### src/rtl/alu_driver.sv
// Request FIFO plus issue/wait/respond sequencer in front of a registered-input ALU.
// One operation in flight; responses return in request order.
module alu_driver #(
  parameter int DEPTH = 4,
  parameter int TAG_W = 4
) (
  input  logic             clk,
  input  logic             rst,
  input  logic             req_valid,
  output logic             req_ready,
  input  logic [31:0]      req_src1,
  input  logic [31:0]      req_src2,
  input  logic [3:0]       req_op,
  input  logic [TAG_W-1:0] req_tag,
  output logic [31:0]      alu_src1,
  output logic [31:0]      alu_src2,
  output logic [3:0]       alu_ctrl,
  input  logic [31:0]      alu_result,
  input  logic             alu_zero,
  input  logic             alu_cout,
  input  logic             alu_overflow,
  output logic             rsp_valid,
  input  logic             rsp_ready,
  output logic [31:0]      rsp_result,
  output logic             rsp_zero,
  output logic             rsp_cout,
  output logic             rsp_overflow,
  output logic [TAG_W-1:0] rsp_tag,
  output logic             rsp_illegal,
  output logic             busy
);

  localparam int PW = (DEPTH > 1) ? $clog2(DEPTH) : 1;
  localparam int CW = $clog2(DEPTH + 1);
  localparam int EW = 32 + 32 + 4 + TAG_W;

  typedef enum logic [1:0] {ST_IDLE, ST_ISSUE, ST_WAIT, ST_RESP} state_t;

  function automatic logic op_legal(input logic [3:0] op);
    case (op)
      4'b0000, 4'b0001, 4'b0010, 4'b0110, 4'b1100, 4'b0111: op_legal = 1'b1;
      default: op_legal = 1'b0;
    endcase
  endfunction

  state_t           state, state_next;
  logic [EW-1:0]    mem [DEPTH];
  logic [PW-1:0]    wr_ptr, rd_ptr;
  logic [CW-1:0]    count, count_next;
  logic [TAG_W-1:0] tag_q;
  logic             push, pop;
  logic [31:0]      head_src1, head_src2;
  logic [3:0]       head_op;
  logic [TAG_W-1:0] head_tag;

  assign push = req_valid && req_ready;
  assign pop  = (state == ST_IDLE) && (count != '0);
  assign {head_src1, head_src2, head_op, head_tag} = mem[rd_ptr];

  always_comb begin
    count_next = count;
    case ({push, pop})
      2'b10:   count_next = count + CW'(1);
      2'b01:   count_next = count - CW'(1);
      default: count_next = count;
    endcase
  end

  always_comb begin
    state_next = state;
    case (state)
      ST_IDLE: begin
        if (pop) state_next = op_legal(head_op) ? ST_ISSUE : ST_RESP;
        else     state_next = ST_IDLE;
      end
      ST_ISSUE: state_next = ST_WAIT;
      ST_WAIT:  state_next = ST_RESP;
      ST_RESP: begin
        if (rsp_ready) state_next = ST_IDLE;
        else           state_next = ST_RESP;
      end
      default:  state_next = ST_IDLE;
    endcase
  end

  // Storage array carries no reset; validity is tracked by count.
  always_ff @(posedge clk) begin
    if (push) mem[wr_ptr] <= {req_src1, req_src2, req_op, req_tag};
  end

  always_ff @(posedge clk or posedge rst) begin
    if (rst) begin
      state     <= ST_IDLE;
      wr_ptr    <= '0;
      rd_ptr    <= '0;
      count     <= '0;
      req_ready <= 1'b1;
      busy      <= 1'b0;
    end else begin
      state     <= state_next;
      count     <= count_next;
      req_ready <= (count_next != CW'(DEPTH));
      busy      <= (state_next != ST_IDLE) || (count_next != '0);
      if (push) wr_ptr <= wr_ptr + PW'(1);
      if (pop)  rd_ptr <= rd_ptr + PW'(1);
    end
  end

  // Illegal ops bypass the ALU and answer immediately with a zeroed result.
  always_ff @(posedge clk or posedge rst) begin
    if (rst) begin
      alu_src1     <= 32'd0;
      alu_src2     <= 32'd0;
      alu_ctrl     <= 4'b0000;
      tag_q        <= '0;
      rsp_valid    <= 1'b0;
      rsp_result   <= 32'd0;
      rsp_zero     <= 1'b0;
      rsp_cout     <= 1'b0;
      rsp_overflow <= 1'b0;
      rsp_tag      <= '0;
      rsp_illegal  <= 1'b0;
    end else begin
      case (state)
        ST_IDLE: begin
          if (pop && op_legal(head_op)) begin
            alu_src1 <= head_src1;
            alu_src2 <= head_src2;
            alu_ctrl <= head_op;
            tag_q    <= head_tag;
          end else if (pop) begin
            rsp_valid    <= 1'b1;
            rsp_result   <= 32'd0;
            rsp_zero     <= 1'b0;
            rsp_cout     <= 1'b0;
            rsp_overflow <= 1'b0;
            rsp_tag      <= head_tag;
            rsp_illegal  <= 1'b1;
          end
        end
        ST_WAIT: begin
          rsp_valid    <= 1'b1;
          rsp_result   <= alu_result;
          rsp_zero     <= alu_zero;
          rsp_cout     <= alu_cout;
          rsp_overflow <= alu_overflow;
          rsp_tag      <= tag_q;
          rsp_illegal  <= 1'b0;
        end
        ST_RESP: begin
          if (rsp_ready) rsp_valid <= 1'b0;
        end
        default: ;
      endcase
    end
  end

endmodule

### config.mk
export PLATFORM = sky130hd
export DESIGN_NAME = alu_driver
export DESIGN_NICKNAME = d
export VERILOG_FILES = /design/src/rtl/alu_driver.sv
export SDC_FILE = /design/constraint.sdc
export NUM_CORES = 1
export LEC_CHECK = 0
export CAP_MARGIN = 20
export CORE_MARGIN = 2
export CORE_UTILIZATION = 35
export CTS_BUF_LIST = sky130_fd_sc_hd__clkbuf_8 sky130_fd_sc_hd__clkbuf_16
export DETAILED_ROUTE_END_ITERATION = 16
export PLACE_DENSITY = 0.57
export SYNTH_ARGS = -nofsm -noshare
export SYNTH_HDL_FRONTEND = slang
export SYNTH_SLANG_ARGS = --single-unit
### constraint.sdc
create_clock -name clk -period 11 [get_ports clk]
set_input_delay 1.65 -clock clk [delete_from_list [all_inputs] [get_ports clk]]
set_output_delay 1.65 -clock clk [all_outputs]
set_load 0.02 [all_outputs]
# After elaboration in Yosys (flattened, before gate mapping)
# Memory sizes are Yosys's and may differ from the RTL's.
# Cells that the tools add are included.
[totals] latchBits=0 in_bits=111 rom_bits=0 regBits=124 ramBits=288 out_inout_bits=111 elab_cells=78 memories=1
[mem_list] memory="mem" words=4 width=72 rd=1 rd_ports_with_merged_regs=0 write_ports=1 line="47" text="logic [EW-1:0] mem [DEPTH];"
[classes] reduce_logical=15 n_mul=0 magnitude_cmp=0 eq_ne=14 add_sub_neg=4 n_bitwise=0 muxes=27 shift=0 div=0
[ops] operator="32-bit two-way mux" count=2
[ops] operator="32-bit one-hot mux with 2 select lines" count=1
[ops] operator="1-bit two-way mux" count=11
[ops] operator="3-bit nonzero test" count=3
[ops] operator="4-bit by 3-bit == test with 1-bit output (second input constant)" count=2
[ops] operator="4-bit two-way mux" count=2
[ops] operator="1-bit one-hot mux with 2 select lines" count=4
[ops] operator="2-bit one-hot mux with 4 select lines" count=1
[ops] operator="4-bit one-hot mux with 2 select lines" count=1
[ops] operator="2-bit == test (second input constant)" count=3
[ops] operator="2-bit two-way mux" count=3
[ops] operator="2-bit inequality test (second input constant)" count=3
[ops] operator="3-bit one-hot mux with 2 select lines" count=1
[ops] operator="6-bit OR reduction" count=1
[ops] operator="2-bit by 1-bit adder with 2-bit output (second input constant)" count=2
[ops] operator="2-bit by 1-bit == test with 1-bit output (second input constant)" count=2
[ops] operator="4-bit by 1-bit == test with 1-bit output (second input constant)" count=1
[ops] operator="4-bit by 2-bit == test with 1-bit output (second input constant)" count=1
[ops] operator="4-bit == test (second input constant)" count=1
[ops] operator="4-bit zero test" count=1
[ops] operator="4-bit AND reduction" count=1
[ops] operator="2-bit nonzero test" count=2
[ops] operator="3-bit by 1-bit adder with 3-bit output (second input constant)" count=1
[ops] operator="1-bit logical AND" count=3
[ops] operator="other kinds (7)" count=7

# Depth between registers and ports, before layout
# An unclocked memory read counts as a cell.
[logic_depth] ltp_word=11 ltp_mapped=11 mapped_depth_nobuf=10

# Worst setup path after synthesis
# No wires, ideal clock.
[synth_timing] path_kind="input to register" startpoint="input req_valid" endpoint="memory mem[0][0] (netlist bit) (enable)" arrival_time_ps=3385 cell_stages=1 setup_slack_ps=7177 t_required_ps=10562 setup_ps=438 path_buffers=0 cell_sequence="and3_1"
[synth_between] elab_chain_len=3
[synth_lines] item="start: declaration" line="9" text="input logic req_valid,"
[synth_lines] item="1-bit logical AND" line="56" text="assign push = req_valid && req_ready;"
[synth_lines] item="1-bit two-way mux" line="88" text="if (push) mem[wr_ptr] <= {req_src1, req_src2, req_op, req_tag};"
[synth_lines] item="1-bit two-way mux (implied by the code)" line="88"
[synth_lines] item="end: declaration" line="47"
# No other way between the ends.

# Worst setup path in the final report
[layout_timing] startpoint="register rd_ptr[0]" endpoint="register alu_src2[11]"
[layout_between] elab_chain_len=7 elab_cells_between_ends=12 cone_classes="eq/ne: 5; mux: 2; reduce/logical: 4; memory: 1"
[layout_lines] item="start: declaration" line="48" text="logic [PW-1:0] wr_ptr, rd_ptr;"
[layout_lines] item="start signal: assignment" line="105" text="if (pop) rd_ptr <= rd_ptr + PW'(1);"
[layout_lines] item="memory read 4 x 72 bit *"
[layout_lines] item="4-bit by 1-bit == test with 1-bit output (tied with other cells)" line="40" text="case (op)"
[layout_lines] item="6-bit OR reduction" line="40"
[layout_lines] item="1-bit two-way mux" line="40"
[layout_lines] item="1-bit two-way mux" line="124" text="case (state)"
[layout_lines] item="1-bit logical AND" line="126" text="if (pop && op_legal(head_op)) begin"
[layout_lines] item="2-bit AND reduction (no line)"
[layout_lines] item="end signal: assignment" line="128" text="alu_src2 <= head_src2;"
[layout_lines] item="end: declaration" line="16" text="output logic [31:0] alu_src2,"
# Every way passes the cells marked *; elsewhere a longest branch is shown, timed or not. The select of a mux whose other input is x is not followed.
# A chain may end at the register's enable or synchronous reset.

==> flow_summary.toml <==
[worst_setup_path]
crit_buf_inv = 2
crit_top_cell = "buf_4"
endpoint_kind = "flop"
worstSetupPathType = "reg -> reg"
required_ns = 11.45
crit_path_max_incr_delay_ns = 0.90
cp.arrival_ns = 4.36
cp_cell_sequence = "mux4_2 -> and4bb_1 -> a31oi_4 -> nor2_4 -> buf_4 -> buf_4 -> mux2_2"
cpMaxStageDelayCell = "dfrtp_4"
cp_max_fo = 51
cp-start-kind = "flop"
path_delay_family = "buffers and inverters"

[floorplanning]
coreArea_sq_um = 43200
fp.dieW_microns = 213
die_h_microns = 213
rows = 76
initial_core_util_pct = 35.6
dieArea_sq_um = 45500
ios = 222

[drt]
viasPerCell = 4.69
vias = 7355
wl_per_cell_microns = 20.8
wirelength_mm = 32.6
drcViolationCount = 0
drtIter0Drc = 371
drtAntennaViolNets = 0
firstDrtPassIters = 4

[synth]
yosysUniqueCellTypes = 34
synth_commonest_cells = "288 x edfxtp_1, 123 x dfrtp_1, 72 x mux4_2"
synthArstFlopShare_pct = 30.1
syn_nets = 817
syn-instance-count = 700
synth_top_area_share_pct = 56.3
ys.flop_type = "edfxtp_1"
syn_area_per_cell_sq_um = 21.9
yosys.area.top_type = "edfxtp_1"
yosysSeqAreaShare_pct = 76.6
synth.area.top_cells = "edfxtp_1 56%, dfrtp_1 20%, mux4_2 11%"
synth_most_common_cell = "edfxtp_1"
synth-edff-count = 288
syn_area_sq_um = 15300
ys.warnings.count = 0
yosys_register_bits = 412

[clock_tree]
path_clk_slew_ns = 0.06
htree_levels = 2
cts_buffers = 45
cts.sinks = 412
post-cts-setup-buffer-count = 0
cts_hold_buf = 0
clk_latency_ns = 0.58
cts_buffer_depth = 3
cts_root_buf = "clkbuf_16"
postCtsResizedCells = 0
cts_tree = "done"

[timing]
finalCriticalPeriod_ns = 3.91
skew_ns = 0.0177
worst_pin_slew_ns = 0.967
max_freq_ghz = 0.256
hold_viol = 0
finalCritPeriodShare_pct = 35.5
maxSlewHeadroom_pct = 35.5
fin_setup_tns_ns = 0
rsz0062_at_grt = "false"
report.final.slew_viol_count = 0
finalSetupViolations = 0

[placement]
dp_hpwl_mm = 19.3
place_inst = 1485
port_buffers = 221
place_congestion = 0.688
postPlaceCellArea_sq_um = 18200

[cells_and_area]
nFillCells = 3758
antenna_cells = 0
stdcell_area_sq_um = 19600
area_growth_pct = 27.8
drive_gt1_share_pct = 23.5
fin_nets = 1064
fin_cells = 1569

[power]
cellLeakagePower_nw = 7.04
ir_drop_v = 0.000179
power.total_mw = 5.59
cellPowerDensity_nw_per_um2 = 285

[flow_run]
drv_cap = 0

[outcome]
status = "finished clean"

[global_route]
antenna_found_initial = 0
grt_max_degree = 68
grt_pass1_vias = 8005
grt_pass1_wl_mm = 48.9
grt_usage_pct = 14.6
grt-ovfl-total = 0

[worst_hold_path]
hp-class = "reg -> reg"
[state kept, by name (all words and copies together) (netlist names), 2 cells and up]
name	count
wr_ptr	2
mem	288
rsp_tag	4
rd_ptr	2
alu_src2	32
rsp_result	32
count	3
state	2
alu_ctrl	4
tag_q	4
alu_src1	32
[worst reg2reg max path: stages, from the launching register on]
cell and delay, ns:
dfrtp_4 0.90, mux4_2 0.66, and4bb_1 0.34, a31oi_4 0.07
nor2_4 0.10, buf_4 0.44, buf_4 0.78, mux2_2 0.51
[per-layer routing]
metal | vias up | part of all wire, % | track usage [%]
met3 | 46 | 5.8 | 3.68
met1 | 3790 | 44 | 18.8
met5 | - | 0 | 0
met2 | 193 | 48 | 24.0
met4 | 0 | 2.3 | 5.22
li1 | 3326 | - | -
[path summary, 6_finish.rpt]
kind / startpoint / to / slack (ns) / depth (start not counted)
worst max register to register: rd_ptr[0] / alu_src2[11] / 7.09 / 7
worst max-delay path: rd_ptr[0] / alu_src2[11] / 7.09 / 7
max in group asynchronous: rst / rd_ptr[0] / 8.01 / 3
worst min register to register: rsp_result[9] / rsp_result[9] / 0.49 / 1
min in group asynchronous: rst / rsp_result[2] / 1.55 / 2
worst min-delay path: rsp_result[9] / rsp_result[9] / 0.49 / 1
[cells in the final DEF (no fill, tap or decap), types with 2 or more instances in the layout]
master,instances
clkinv_2,7
inv_1,25
nand2_1,6
xor2_1,2
clkinv_8,2
and3_4,4
o21ai_0,2
mux4_2,72
clkbuf_16,45
o32a_1,4
edfxtp_1,288
clkinvlp_4,3
nor3_1,6
and3_1,2
ha_1,5
clkdlybuf4s50_1,221
nand2b_1,3
clkinv_1,8
nor2_1,6
a21oi_1,7
inv_6,2
mux2_4,46
a22o_1,35
mux2_2,26
xnor2_1,4
dfrtp_1,121
dfrtp_4,2
clkbuf_8,3
buf_4,12
[cells by family after synthesis]
logic type	count (synthesis)	synth area share, %
and+or+nand+nor	33	1.16
muxes	145	17.0
DFF	412	76.6
buffers and inverters	46	1.52
AOI/OAI and AO/OA	52	2.84
adders and majority gates	6	0.538
xor gates and xnor gates	6	0.342
[power by group]
part | switching (mW) | leakage (nW) | internal (mW)
registers | 0.247 | 4.15 | 2.11
clock network | 0.603 | 0.722 | 0.790
logic | 0.879 | 2.17 | 0.961
total | 1.73 | 7.04 | 3.86
[final cells by class]
cell class / instances / area (sq um) / area share [%]
well taps: 585 / 732 / 3.73
flip-flops and latches: 412 / 11800 / 59.9
multi-input cells: 242 / 3390 / 17.3
inverters: 13 / 53.8 / 0.274
repair buffers: 233 / 2300 / 11.7
clock inverters: 36 / 216 / 1.10
clock buffers: 48 / 1170 / 5.95
[metrics by stage]
step,setup WS (ns),hold slack (ns),utilization (%)
detailed placement,6.98,0.482,42.3
finish,7.09,0.494,45.5
global placement,7.03,0.484,42.3
floorplan,6.05,0.469,-
global route,6.79,0.509,45.5
CTS,6.96,0.501,45.5
Note: power is estimated with default switching activity, not from simulation.
